`config.mk`:
```
export PLATFORM = sky130hd
export DESIGN_NAME = rom_read_arbiter
export DESIGN_NICKNAME = d
export VERILOG_FILES = /design/src/rtl/rom_read_arbiter.sv
export SDC_FILE = /design/constraint.sdc
export NUM_CORES = 1
export LEC_CHECK = 0
export CAP_MARGIN = 20
export CELL_PAD_IN_SITES_DETAIL_PLACEMENT = 1
export CELL_PAD_IN_SITES_GLOBAL_PLACEMENT = 2
export CORE_ASPECT_RATIO = 1.4
export CORE_UTILIZATION = 23
export DETAILED_ROUTE_END_ITERATION = 10
export PLACE_DENSITY = 0.91
export SLEW_MARGIN = 10
export SYNTH_ARGS = -nofsm -noshare
export SYNTH_HDL_FRONTEND = slang
export SYNTH_SLANG_ARGS = --single-unit
```
`constraint.sdc`:
```
create_clock -name clk -period 1.9 [get_ports clk]
set_input_delay 0.19 -clock clk [delete_from_list [all_inputs] [get_ports clk]]
set_output_delay 0.19 -clock clk [all_outputs]
set_load 0.01 [all_outputs]
```
`src/rtl/rom_read_arbiter.sv`:
```
// Round-robin arbiter sharing one single-port lookup ROM between two burst-read requesters.
// Grant in IDLE, one ACCESS cycle per beat, then RESP holds until the owner's resp_ready.
module rom_read_arbiter #(
  parameter int ADDR_W    = 8,
  parameter int DATA_W    = 8,
  parameter int LEN_W     = 4,
  parameter int ROM_DEPTH = 16
) (
  input  logic                  clk,
  input  logic                  rst_n,
  input  logic [1:0]            req_valid,
  output logic [1:0]            req_ready,
  input  logic [2*ADDR_W-1:0]   req_addr,
  input  logic [2*LEN_W-1:0]    req_len,
  output logic [1:0]            resp_valid,
  input  logic [1:0]            resp_ready,
  output logic [DATA_W-1:0]     resp_data,
  output logic                  resp_last,
  output logic                  resp_err,
  output logic [ADDR_W-1:0]     rom_addr,
  output logic                  rom_ce,
  output logic                  rom_read_en,
  input  logic [DATA_W-1:0]     rom_data
);

  typedef enum logic [1:0] {
    S_IDLE   = 2'd0,
    S_ACCESS = 2'd1,
    S_RESP   = 2'd2
  } state_t;

  localparam logic [ADDR_W-1:0] DEPTH_A = ADDR_W'(ROM_DEPTH);

  state_t              r_state;
  state_t              w_next;
  logic                r_rr_ptr;
  logic                r_owner;
  logic [ADDR_W-1:0]   r_cur_addr;
  logic [LEN_W-1:0]    r_remaining;
  logic [DATA_W-1:0]   r_data;
  logic                r_err;

  logic                w_grant_vld;
  logic                w_grant_id;
  logic                w_in_range;
  logic                w_last;
  logic [ADDR_W-1:0]   w_grant_addr;
  logic [LEN_W-1:0]    w_grant_len;
  logic [ADDR_W-1:0]   w_next_addr;

  always_comb begin
    w_grant_vld  = |req_valid;
    w_grant_id   = (&req_valid) ? r_rr_ptr : req_valid[1];
    w_grant_addr = w_grant_id ? req_addr[ADDR_W +: ADDR_W] : req_addr[0 +: ADDR_W];
    w_grant_len  = w_grant_id ? req_len[LEN_W +: LEN_W] : req_len[0 +: LEN_W];
    w_in_range   = (r_cur_addr < DEPTH_A);
    w_last       = (r_remaining == '0);
    w_next_addr  = (r_cur_addr >= DEPTH_A - 1'b1) ? '0 : r_cur_addr + 1'b1;
  end

  always_ff @(posedge clk) begin
    if (!rst_n) r_state <= S_IDLE;
    else        r_state <= w_next;
  end

  // rst_n gates req_ready so a requester held valid through reset never sees a false accept.
  always_comb begin
    w_next      = r_state;
    req_ready   = '0;
    resp_valid  = '0;
    rom_ce      = 1'b0;
    rom_read_en = 1'b0;
    case (r_state)
      S_IDLE: begin
        if (w_grant_vld && rst_n) begin
          req_ready[w_grant_id] = 1'b1;
          w_next                = S_ACCESS;
        end
      end
      S_ACCESS: begin
        rom_ce      = w_in_range;
        rom_read_en = w_in_range;
        w_next      = S_RESP;
      end
      S_RESP: begin
        resp_valid[r_owner] = 1'b1;
        if (resp_ready[r_owner]) w_next = w_last ? S_IDLE : S_ACCESS;
      end
      default: w_next = S_IDLE;
    endcase
  end

  always_ff @(posedge clk) begin
    if (!rst_n) begin
      r_rr_ptr    <= 1'b0;
      r_owner     <= 1'b0;
      r_cur_addr  <= '0;
      r_remaining <= '0;
      r_data      <= '0;
      r_err       <= 1'b0;
    end else begin
      case (r_state)
        S_IDLE: begin
          if (w_grant_vld) begin
            r_owner     <= w_grant_id;
            r_cur_addr  <= w_grant_addr;
            r_remaining <= w_grant_len;
          end
        end
        S_ACCESS: begin
          r_data <= w_in_range ? rom_data : '0;
          r_err  <= ~w_in_range;
        end
        S_RESP: begin
          if (resp_ready[r_owner]) begin
            if (w_last) begin
              r_rr_ptr <= ~r_owner;
            end else begin
              r_remaining <= r_remaining - 1'b1;
              r_cur_addr  <= w_next_addr;
            end
          end
        end
        default: ;
      endcase
    end
  end

  // cur_addr only moves on entry to ACCESS, so it doubles as the held ROM address.
  assign rom_addr  = r_cur_addr;
  assign resp_data = r_data;
  assign resp_err  = r_err;
  assign resp_last = (r_state == S_RESP) && w_last;

endmodule

```
==> metrics.md <==
| Metric | Value |
|---|---|
| Setup crit start kind | register |
| Ant. Diodes | 0 |
| Cells after Synth | 173 |
| LEAKAGE | 0.000984 uW |
| Core area | 0.00595 mm2 |
| Unique masters post-synth | 43 |
| Critical path cell sequence | inv_1 -> ha_1 -> a21o_4 -> a211oi_4 -> buf_4 -> o21ai_0 -> o22ai_1 |
| Max stage delay cell, worst path | dfxtp_1 |
| Int Pwr | 1120 uW |
| GRT overflow | 0 |
| Initial DRC count | 57 |
| Crit Path Class | register to register |
| Maximum clock insertion buffer count | 2 |
| Clk Latency, worst-skew pair | 0.27 ns |
| Via count | 1575 |
| Placed Cells | 323 |
| DP HPWL | 3.92 mm |
| Die ar. | 0.00660 mm2 |
| Vert. Die Dim | 95.7 um |
| Die X | 68.9 um |
| Clock share of power | 19.7% |
| CTS clk-pin slew, worst paths | 0.09 ns |
| Max Clk Rate | 559 MHz |
| Comb pwr share | 42.5% |
| Post-synth top cells | dfxtp_1 (25), nand2_1 (21), a21oi_1 (18) |
| Vias in the first global route | 1628 |
| Number of port buffers | 61 |
| Crit-path max FO | 4 |
| Worst Clk Skew | 0.00169 ns |
| # Max-Cap Violations | 0 |
| Final setup fails | 0 |
| RSZ-0062 raised after global routing | no |
| Initial antenna violation count | 0 |
| CTS tree | yes |
| FP Rows | 33 |
| Crit path max-delay family | compound AO/OA/AOI/OAI gates |
| # IOs | 62 |
| Mean post-synth cell area | 8.34 um2 |
| Cell taking the most area after synthesis | dfxtp_1 |
| WP data arrival | 1.99 ns |
| Synth Warn # | 0 |
| Critical Path Stages | 7 |
| Final ANT Viol Nets | 0 |
| Total GRT Usage | 16.1% |
| Post-CTS Setup Inserts | 0 |
| Hold WC Path Type | primary input to register |
| Max VDD drop | 0.265 mV |
| Net Sw Frac | 33.6% |
| Final net count | 299 |
| Post-synth EDFFs | 0 |
| Post-Syn Nets | 214 |
| Reg power frac | 37.9% |
| Slew Limit Fails | 0 |
| Worst hold slack | 0.356 ns |
| Max-slew headroom | 76.2% |
| CTS buffer count | 3 |
| CTS Hold Bufs | 0 |
| Pwr Total | 1690 uW |
| Asr flop ratio synth | 0% |
| First drt pass iteration count | 4 |
| Syn-to-layout area delta | 63.9% |
| CTS root buffer | clkbuf_8 |
| Layout cells sized above 1 | 22.2% |
| Post-route insts no fill | 327 |
| Routed WL per cell | 14.9 um |
| Status | complete, no violations |
| Peak per-stage delay on the critical path | 0.40 ns |
| Placed Area | 0.00231 mm2 |
| CP Capture Type | register |
| Fin crit share | 94.2% |
| CP Buf/Inv Count | 2 |
| Synth top area share | 34.7% |
| Top_reg_cell synth | dfxtp_1 |
| First-pass GRT wire length | 7.83 mm |
| Initial Utilization | 24.3% |
| Mapped Area | 0.00144 mm2 |
| GP Congestion | 0.802 |
| Setup TNS | 0 ns |
| Count leader, synth | dfxtp_1 |
| Sw power | 569 uW |
| Hold Path Cell Cnt | 4 |
| Power per cell area | 716 mW/mm2 |
| Vias per cell | 4.82 |
| DR DRC count | 0 |
| Synth top area cells | dfxtp_1 (35%), a21oi_1 (6.2%), mux2_2 (6.2%) |
| R2R Setup Slk | 0.11 ns |
| R2R depth | 7 |
| Worst path required time | 2.10 ns |
| Sequential element share of the synthesized area | 34.7% |
| Tmin final | 1.79 ns |
| Slew @ Worst Pin | 0.357 ns |
| H-tree Lvls | 1 |
| Flops & latches, synth | 25 |
| Hold Violations, Final | 0 |
| Final Cell Area | 0.00236 mm2 |
| Largest net degree at the start of global routing | 17 |
| Clock sinks | 25 |
| Post-Route WL | 4.88 mm |
==> path summary, 6_finish.rpt <==
check                 start      endpoint
max reg2reg  r_remaining[0]   rom_addr[3]
max          r_remaining[0]   rom_addr[3]
min reg2reg    resp_data[1]  resp_data[1]
min            req_valid[0]       r_owner
==> routing by layer <==
metal | GRT usage, % | share of wire, % | up-vias
li1 | - | - | 788
met1 | 17.7 | 40 | 743
met2 | 30.9 | 54 | 39
met3 | 0.711 | 3.8 | 5
met4 | 6.12 | 1.6 | 0
met5 | 0 | 0 | -
==> registers in the layout, indices dropped and copies added, names as in the netlist <==
name and cells:
resp_err 1, r_remaining 4, r_state 2, resp_data 8, rom_addr 8, r_owner 1
r_rr_ptr 1
==> timing repair <==
item,in CTS,in global routing
gates resized for setup,6,5
hold endpoints to repair,0,0
endpoints found under the setup margin,4,12
cloned,0,0
==> cells by family (layout without fill, tap and decap cells) <==
family	Yosys count	in the layout	synth area share, %
simple gates	64	64	21.3
compound gates	49	49	25.8
flops	25	25	34.7
buf+inv	19	103	5.98
mux	13	13	9.71
fa+ha+maj	3	3	2.60
==> final cells by class <==
cell class | count | area [um2]
Fill cell | 726 | 3580
Multi-Input combinational cell | 129 | 866
Timing Repair Buffer | 90 | 832
Sequential cell | 25 | 500
Tap cell | 70 | 87.6
Clock buffer | 4 | 45.0
Inverter | 9 | 33.8
==> power by group through the flow <==
stage | Sequential, uW | Combinational (uW) | Clock [uW]
2_1_floorplan | 661 | 347 | 0
3_3_place_gp | 650 | 718 | 0
3_5_place_dp | 653 | 728 | 0
4_1_cts | 642 | 731 | 340
5_1_grt | 650 | 793 | 365
6_report | 641 | 720 | 333
==> tightest hold or removal path: stages <==
cell and delay [ns]:
dlymetal6s2s_1 0.17, nand2_1 0.08, a21oi_1 0.06, nor2_1 0.09
==> placed cells by master, fill, tap and decap left out, types with 2 or more instances in the layout <==
cell type | Yosys | routed
a211oi_2 | 2 | 2
a21oi_1 | 18 | 18
a221oi_2 | 2 | 2
a22oi_1 | 2 | 2
and3_1 | 2 | 2
buf_4 | 2 | 29
clkbuf_8 | 0 | 3
clkdlybuf4s50_1 | 0 | 55
dfxtp_1 | 25 | 25
dlygate4sd2_1 | 0 | 3
dlymetal6s2s_1 | 0 | 3
ha_1 | 3 | 3
inv_1 | 8 | 8
mux2_2 | 8 | 8
mux2i_1 | 5 | 5
nand2_1 | 21 | 21
nand2b_1 | 2 | 2
nand3_1 | 12 | 12
nor2_1 | 14 | 13
nor3_1 | 4 | 4
o21a_1 | 2 | 2
o21ai_0 | 9 | 9
o22ai_1 | 2 | 2
==> metrics by stage <==
step | util, % | worst slack (ns)
2_1_floorplan | - | 0.242
3_3_place_gp | 38.8 | -0.0773
3_5_place_dp | 38.8 | -0.157
4_1_cts | 39.6 | 0.0142
5_1_grt | 39.8 | 0.000139
6_report | 39.8 | 0.111
Power figures use the tool's default switching activity.
